[src/rtl/pipe_hazard_ctrl.sv]
// Stall/flush scheduler for the 5-stage core: load-use bubbles, taken-branch squashes,
// and a mult/div freeze with start pulse and timeout release; saturating stall-cycle counter.
module pipe_hazard_ctrl #(
    parameter int MD_TIMEOUT  = 40,
    parameter int STALL_CNT_W = 16
) (
    input  logic                   clock,
    input  logic                   reset,
    input  logic [4:0]             fd_readRegA,
    input  logic [4:0]             fd_readRegB,
    input  logic                   fd_usesA,
    input  logic                   fd_usesB,
    input  logic                   dx_MemRead,
    input  logic                   dx_RegWrite,
    input  logic [4:0]             dx_regDst,
    input  logic                   dx_multdiv,
    input  logic                   takeBranch,
    input  logic                   md_ready,
    input  logic                   md_exception,
    output logic                   stall_pc,
    output logic                   stall_fd,
    output logic                   stall_dx,
    output logic                   flush_fd,
    output logic                   flush_dx,
    output logic                   xm_bubble,
    output logic                   md_start,
    output logic                   md_timeout,
    output logic [STALL_CNT_W-1:0] stall_cycles
);

    typedef enum logic {
        IDLE    = 1'b0,
        MD_BUSY = 1'b1
    } state_t;

    localparam int WAIT_W = $clog2(MD_TIMEOUT + 1);
    localparam logic [WAIT_W-1:0] WAIT_LAST = WAIT_W'(MD_TIMEOUT - 1);

    state_t                   state_q, state_d;
    logic [WAIT_W-1:0]        wait_q, wait_d;
    logic [STALL_CNT_W-1:0]   cnt_q, cnt_d;
    logic                     lu;
    logic                     md_release;

    always_comb begin
        lu = dx_MemRead & dx_RegWrite & (dx_regDst != 5'd0) &
             ((fd_usesA & (fd_readRegA == dx_regDst)) |
              (fd_usesB & (fd_readRegB == dx_regDst)));
        md_release = md_ready | md_exception | (wait_q == WAIT_LAST);
    end

    always_comb begin
        state_d    = state_q;
        wait_d     = wait_q;
        stall_pc   = 1'b0;
        stall_fd   = 1'b0;
        stall_dx   = 1'b0;
        flush_fd   = 1'b0;
        flush_dx   = 1'b0;
        xm_bubble  = 1'b0;
        md_start   = 1'b0;
        md_timeout = 1'b0;

        case (state_q)
            IDLE: begin
                if (dx_multdiv) begin
                    md_start  = 1'b1;
                    stall_pc  = 1'b1;
                    stall_fd  = 1'b1;
                    stall_dx  = 1'b1;
                    xm_bubble = 1'b1;
                    state_d   = MD_BUSY;
                    wait_d    = '0;
                end else if (takeBranch) begin
                    // A load-use hit here belongs to a wrong-path instruction.
                    flush_fd = 1'b1;
                    flush_dx = 1'b1;
                end else if (lu) begin
                    stall_pc = 1'b1;
                    stall_fd = 1'b1;
                    flush_dx = 1'b1;
                end
            end
            MD_BUSY: begin
                if (md_release) begin
                    md_timeout = ~md_ready & ~md_exception;
                    state_d    = IDLE;
                end else begin
                    stall_pc  = 1'b1;
                    stall_fd  = 1'b1;
                    stall_dx  = 1'b1;
                    xm_bubble = 1'b1;
                    wait_d    = wait_q + 1'b1;
                end
            end
            default: state_d = IDLE;
        endcase

        // Reset cycle forces every control low regardless of inputs.
        if (reset) begin
            stall_pc   = 1'b0;
            stall_fd   = 1'b0;
            stall_dx   = 1'b0;
            flush_fd   = 1'b0;
            flush_dx   = 1'b0;
            xm_bubble  = 1'b0;
            md_start   = 1'b0;
            md_timeout = 1'b0;
        end

        cnt_d = cnt_q;
        if (stall_pc && !(&cnt_q)) begin
            cnt_d = cnt_q + 1'b1;
        end
    end

    always_ff @(posedge clock) begin
        if (reset) begin
            state_q <= IDLE;
            wait_q  <= '0;
            cnt_q   <= '0;
        end else begin
            state_q <= state_d;
            wait_q  <= wait_d;
            cnt_q   <= cnt_d;
        end
    end

    assign stall_cycles = reset ? '0 : cnt_q;

endmodule

[config.mk]
export PLATFORM = sky130hd
export DESIGN_NAME = pipe_hazard_ctrl
export DESIGN_NICKNAME = d
export VERILOG_FILES = /design/src/rtl/pipe_hazard_ctrl.sv
export SDC_FILE = /design/constraint.sdc
export NUM_CORES = 1
export LEC_CHECK = 0
export ABC_CLOCK_PERIOD_IN_PS = 3710
export CAP_MARGIN = 15
export CORE_AREA = 2 2 53 67
export CTS_BUF_LIST = sky130_fd_sc_hd__clkbuf_16
export DETAILED_ROUTE_END_ITERATION = 7
export DIE_AREA = 0 0 55 69
export GPL_ROUTABILITY_DRIVEN = 0
export PLACE_DENSITY = 0.8
export SLEW_MARGIN = 20
export SYNTH_ARGS = -nofsm -noshare
export SYNTH_HDL_FRONTEND = slang
export SYNTH_SLANG_ARGS = --single-unit
[constraint.sdc]
create_clock -name clock -period 3.71 [get_ports clock]
set_input_delay 0.742 -clock clock [delete_from_list [all_inputs] [get_ports clock]]
set_output_delay 0.742 -clock clock [all_outputs]
set_load 0.01 [all_outputs]
==> metrics.md, run 1 <==
| Metric | Value |
|---|---|
| First-pass GRT wire length | 5150 um |
| Total global-route track usage | 17.2% |
| Hold Vio Cnt, Final | 0 |
| Area Growth Syn to Fin | 38.8% |
| Warning count from the yosys run | 0 |
| I/O Buffers | 48 |
| Diodes inserted | 0 |
| First drt pass iteration count | 4 |
| Worst Path Arrival | 2740 ps |
| Footprint of the multi-input gates | 938 um^2 |
| Clock skew | 1.67 ps |
| Worst Hold Class | reg2reg |
| Register area | 460 um^2 |
| Syn Nets | 200 |
| Synth cell types | 42 |
| Clk buf depth | 2 |
| Max-Cap Viols | 0 |
| R2r worst-path depth | 7 |
| Worst skew pair latency | 250 ps |
| Worst path depth | 7 |
| Top FF cell, synth | dfxtp_1 |
| CTS resizes | 0 |
| Placed Area | 0.00197 mm^2 |
| Layout fillers | 278 |
| CTS root buf | clkbuf_16 |
| Fin area | 0.00205 mm^2 |
| Final antenna-violating net count | 0 |
| Die area | 0.00380 mm^2 |
| Clk pin slew, worst setup/hold paths | 60 ps |
| Vias in the first global route | 1254 |
| DRC | 0 |
| Final #Nets | 247 |
| Commonest non-fill, non-tap cell in the layout | clkdlybuf4s50_1 |
| Starting density of the core | 46.6% |
| Initial antenna violation count | 0 |
| Most used cell, CP | clkdlybuf4s50_1 |
| Share of cells above drive strength 1 | 11.9% |
| Post-synth EDFFs | 0 |
| RSZ-0062 raised after global routing | no |
| Final setup margin | 229 ps |
| WP data required | 2970 ps |
| Die Wd | 55 um |
| Critical Path Fanout Max | 3 |
| Pwr dens | 279 mW/mm^2 |
| Outcome | finished, final reports clean |
| Pre-CTS WS | 207 ps |
| Sequential-to-total area share from yosys stat | 31.2% |
| Io pins | 49 |
| Routed WL | 3200 um |
| Post-Route Setup TNS | 0 ps |
| CP delay by family, top | buffers and inverters |
| Vias/cell | 5.43 |
| Most frequent cells in the layout | 48 x clkdlybuf4s50_1, 23 x dfxtp_1, 19 x nor2_1, 13 x nor2b_1, 10 x xnor2_1 |
| Post-Synthesis Cells | 173 |
| Startpoint types | input pin |
| #FFs+latches synth | 23 |
| Hold Buf Count CTS | 0 |
| Min Tclk post-route | 3480 ps |
| Placeable Area | 0.00317 mm^2 |
| Tcrit/Tclk final | 93.8% |
| Total number of vias | 1391 |
| DRT iter0 DRCs | 24 |
| CTS tree | done |
| Count of clock tree sinks | 23 |
| Maximum VDD drop | 0.000256 V |
| CP endpoint kind | output port |
| Die Y | 69 um |
| Post-CTS setup buffers | 0 |
| Post-synth ARST share | 0% |
| Total gr overflow | 0 |
| Fmax | 287 MHz |
| Buffers and inverters on the worst path | 2 |
| Crit Path Class | in2out |
| Wire per inst | 12.5 um |
| Mapped Area | 0.00147 mm^2 |
| Final setup violation count | 0 |
| CP cell instances | clkdlybuf4s50_1 > xnor2_1 > nand4_1 > o22ai_1 > a21oi_1 > nor4_1 > clkdlybuf4s50_1 |
| LEAKAGE | 0.699 nW |
| Cell Rows | 23 |
| DP Wirelength | 2410 um |
| Critical path's slowest cell | clkdlybuf4s50_1 |
| Largest net degree at the start of global routing | 20 |
| Total CTS buffers | 3 |
| Crit-path max cell delay | 590 ps |
| Mean Syn Cell Area | 8.52 um^2 |
| Worst slew pin tran | 580 ps |
| H-Tree Depth | 1 |
| Slew HR | 61.3% |
| Max Slew Vio Count | 0 |
| Worst hold stages | 2 |
-- through the flow --
stage / utilization, % / hold slack [ps] / power [mW] / cells
after floorplan: - / 461 / 0.303 / 173
after global routing: 64.6 / 547 / 0.597 / 256
after detailed placement: 62.1 / 487 / 0.347 / 252
after global placement: 62.1 / 477 / 0.346 / 252
after CTS: 64.6 / 496 / 0.577 / 256
final: 64.6 / 494 / 0.571 / 256
-- worst register-to-register path, cell delays in order, from the launching register on --
cell	delay, ps
dfxtp_1	400
or3b_4	440
nor2_2	110
a21o_4	160
a31oi_4	40
buf_4	220
nor4b_1	370
mux2_1	360
-- sequential cells by signal, indices dropped and copies added, names as in the netlist --
| name | flops |
|---|---|
| state_q | 1 |
| wait_q | 6 |
| cnt_q | 16 |
-- power breakdown --
part           internal, mW  total, mW  switching, mW
Combinational        0.0517     0.0895         0.0379
Sequential            0.249      0.252        0.00259
Clock                 0.144      0.230         0.0862
Total                 0.445      0.571          0.127
-- path summary, 6_finish.rpt --
| kind | start | to | slack (ps) |
|---|---|---|---|
| setup / recovery | dx_regDst[4] | flush_dx | 230 |
| setup reg to reg | state_q | cnt_q[14] | 1500 |
| hold / removal | cnt_q[15] | cnt_q[15] | 490 |
| hold reg to reg | cnt_q[15] | cnt_q[15] | 490 |
-- cell families (layout without fill, tap and decap cells) --
family,count (synthesis),after routing,synth area share (%)
AOI/OAI and AO/OA,22,22,11.7
adders and majority gates,2,2,1.70
buffers and inverters,14,60,5.09
DFF,23,23,31.2
and+or+nand+nor,89,89,34.5
muxes,11,11,8.66
xor gates and xnor gates,12,12,7.13
-- metal layers --
metal	global-route usage, %	part of all wire [%]	vias up
met3	4.98	10	4
met5	0	0	-
met2	28.8	47	45
li1	-	-	716
met4	4.88	0.81	0
met1	20.4	42	626
-- layout make-up --
| class | count | area share (%) |
|---|---|---|
| multi-input combinational | 136 | 45.9 |
| timing repair buffer | 51 | 24.6 |
| sequential | 23 | 22.5 |
| clock buffer | 3 | 3.67 |
| tap | 37 | 2.26 |
| inverter | 5 | 0.917 |
| clock inverter | 1 | 0.183 |
-- cell usage after synthesis, types with 5 or more instances --
library cell	number	area share, %
xnor2_1	10	5.9
nand4_1	9	3.8
mux2_2	9	6.9
a21oi_1	7	2.4
o21ai_0	5	1.7
nor2_1	19	4.8
nand3_1	9	3.1
nor2b_1	13	5.5
dfxtp_1	23	31
nor3_1	6	2.0
nand2_1	5	1.3
Power figures use the tool's default switching activity.
==> run 2: changes to the inputs <==
Settings changed: ABC_AREA set to 1, CORE_AREA 2 2 53 67 to 2 2 55 70, DIE_AREA 0 0 55 69 to 0 0 57 72, PLACE_DENSITY 0.8 to 0.81.
==> metrics.md, run 2 <==
| Metric | Value |
|---|---|
| Outcome | finished, final reports clean |
| CTS resizes | 0 |
| Seq pwr share | 43.9% |
| Die Wd | 57 um |
| Pwr dens | 255 mW/mm^2 |
| Wire per inst | 11.0 um |
| Clk buf depth | 2 |
| Total gr overflow | 0 |
| CTS tree | done |
| Hold Vio Cnt, Final | 0 |
| CP endpoint kind | output port |
| Synth area leader | dfxtp_1 |
| Mean Syn Cell Area | 6.20 um^2 |
| DRC | 0 |
| Placed Area | 0.00217 mm^2 |
| Diodes inserted | 0 |
| Slew HR | 72.6% |
| Sequential-to-total area share from yosys stat | 27.4% |
| DRT iter0 DRCs | 82 |
| Worst slew pin tran | 407 ps |
| Maximum VDD drop | 0.000228 V |
| Warning count from the yosys run | 0 |
| Clk pwr share | 39.9% |
| Largest net degree at the start of global routing | 33 |
| Top FF cell, synth | dfxtp_1 |
| Hold Buf Count CTS | 0 |
| Critical Path Fanout Max | 12 |
| Cell Rows | 24 |
| Tcrit/Tclk final | 88.1% |
| I/O Buffers | 48 |
| H-Tree Depth | 1 |
| Routed WL | 3900 um |
| First drt pass iteration count | 4 |
| Die area | 0.00410 mm^2 |
| Io pins | 49 |
| DP Wirelength | 3010 um |
| Max-Cap Viols | 0 |
| Post-CTS setup buffers | 0 |
| Area Growth Syn to Fin | 33.6% |
| Initial antenna violation count | 0 |
| Placeable Area | 0.00342 mm^2 |
| Final #Nets | 344 |
| Fin area | 0.00224 mm^2 |
| Clk pin slew, worst setup/hold paths | 60 ps |
| Worst skew pair latency | 250 ps |
| Comb power frac | 16.2% |
| #FFs+latches synth | 23 |
| Syn Nets | 298 |
| Vias in the first global route | 1728 |
| Post-synth EDFFs | 0 |
| Synth cell count leaders | 65 x nand2_1, 41 x nor2_1, 36 x inv_1 |
| Crit Path Class | in2out |
| Total global-route track usage | 20.1% |
| Pint | 0.439 mW |
| Min Tclk post-route | 3270 ps |
| Switching pwr | 0.134 mW |
| Largest register FFs | 16 |
| Total CTS buffers | 3 |
| Total number of vias | 1794 |
| Vias/cell | 5.05 |
| Final setup violation count | 0 |
| Worst Path Arrival | 2530 ps |
| LEAKAGE | 0.939 nW |
| Origin of the critical flop-to-flop path | cnt_q[0] |
| Clock skew | 2.17 ps |
| Sw frac | 23.4% |
| Most flop-heavy register | cnt_q |
| CTS root buf | clkbuf_16 |
| Max Slew Vio Count | 0 |
| Worst Hold Class | reg2reg |
| Synth cell types | 29 |
| First-pass GRT wire length | 6890 um |
| Critical path startpoint | dx_regDst[0] |
| Fmax | 306 MHz |
| Post-route core utilization | 65.6% |
| Share of cells above drive strength 1 | 7.59% |
| Final antenna-violating net count | 0 |
| Critical hold path startpoint | cnt_q[15] |
| Post-Route Setup TNS | 0 ps |
| Die Y | 72 um |
| Post-synth ARST share | 0% |
| Count leader, synth | nand2_1 |
| Starting density of the core | 49.1% |
| WP data required | 2970 ps |
| Startpoint types | input pin |
| Commonest non-fill, non-tap cell in the layout | nand2_1 |
| Most frequent cells in the layout | 65 x nand2_1, 48 x clkdlybuf4s50_1, 41 x nor2_1, 37 x inv_1, 27 x nand3_1 |
| Post-Synthesis Cells | 271 |
| Mapped Area | 0.00168 mm^2 |
| Ranking of synthesized cells by area | dfxtp_1 27%, nand2_1 15%, nor2_1 9.2%, inv_1 8.0%, nand3_1 8.0% |
| Share of the synthesized area in the top cell type | 27.4% |
| Biggest regs | cnt_q: 16 flops, wait_q: 6 flops, state_q: 1 flops |
| RSZ-0062 raised after global routing | no |
| Count of clock tree sinks | 23 |
==> run 2: kinds of logic after synthesis <==
group / synth area share [%]
AND/OR/NAND/NOR: 44.4
buffers and inverters: 13.4
flip-flops: 27.4
AO/OA/AOI/OAI: 6.55
XOR/XNOR: 6.78
adder cells (fa/ha/maj): 1.49
==> run 2: metal layers <==
layer / wire length (um) / part of all wire (%) / up-vias / global-route usage, %
li1: - / - / 934 / -
met1: 1600 / 41 / 808 / 23.5
met2: 2070 / 53 / 46 / 37.8
met3: 168 / 4.3 / 6 / 2.85
met4: 57 / 1.5 / 0 / 5.17
met5: 0 / 0 / - / 0
==> run 2: final timing paths <==
check / to / slack (ps) / cells past startpoint
worst max-delay path: stall_pc / 440 / 10
worst min-delay path: cnt_q[15] / 470 / 2
worst max register to register: cnt_q[2] / 1830 / 7
worst min register to register: cnt_q[15] / 470 / 2
==> run 2: stage by stage <==
step	hold slack [ps]	setup WS, ps	power [mW]	std cells
after detailed placement	468	440	0.349	351
final	475	440	0.572	355
after global placement	448	461	0.348	351
after global routing	493	293	0.594	355
after CTS	477	432	0.578	355
after floorplan	439	1330	0.305	271
==> run 2: power groups by stage <==
stage                     clock [mW]  combinational [mW]  sequential, mW
after floorplan                    0              0.0490           0.256
final                          0.229              0.0925           0.251
after global placement             0              0.0917           0.257
after CTS                      0.233              0.0931           0.251
after global routing           0.239               0.103           0.251
after detailed placement           0              0.0925           0.257
==> run 2: area by class of cell <==
type,instances,area (um^2)
fill,330,1180
multi-input combinational,195,995
timing repair buffer,50,495
sequential,23,460
inverter,44,166
clock buffer,3,75.1
tap,39,48.8
clock inverter,1,3.75
==> run 2: critical path: stages <==
cell and delay [ps]:
clkdlybuf4s50_1 550, inv_2 40, nand2_1 50, nand2_1 50, nor2_1 110, nand3_1 70
nand2_1 100, nand3_2 100, nand2_4 160, clkdlybuf4s50_1 560
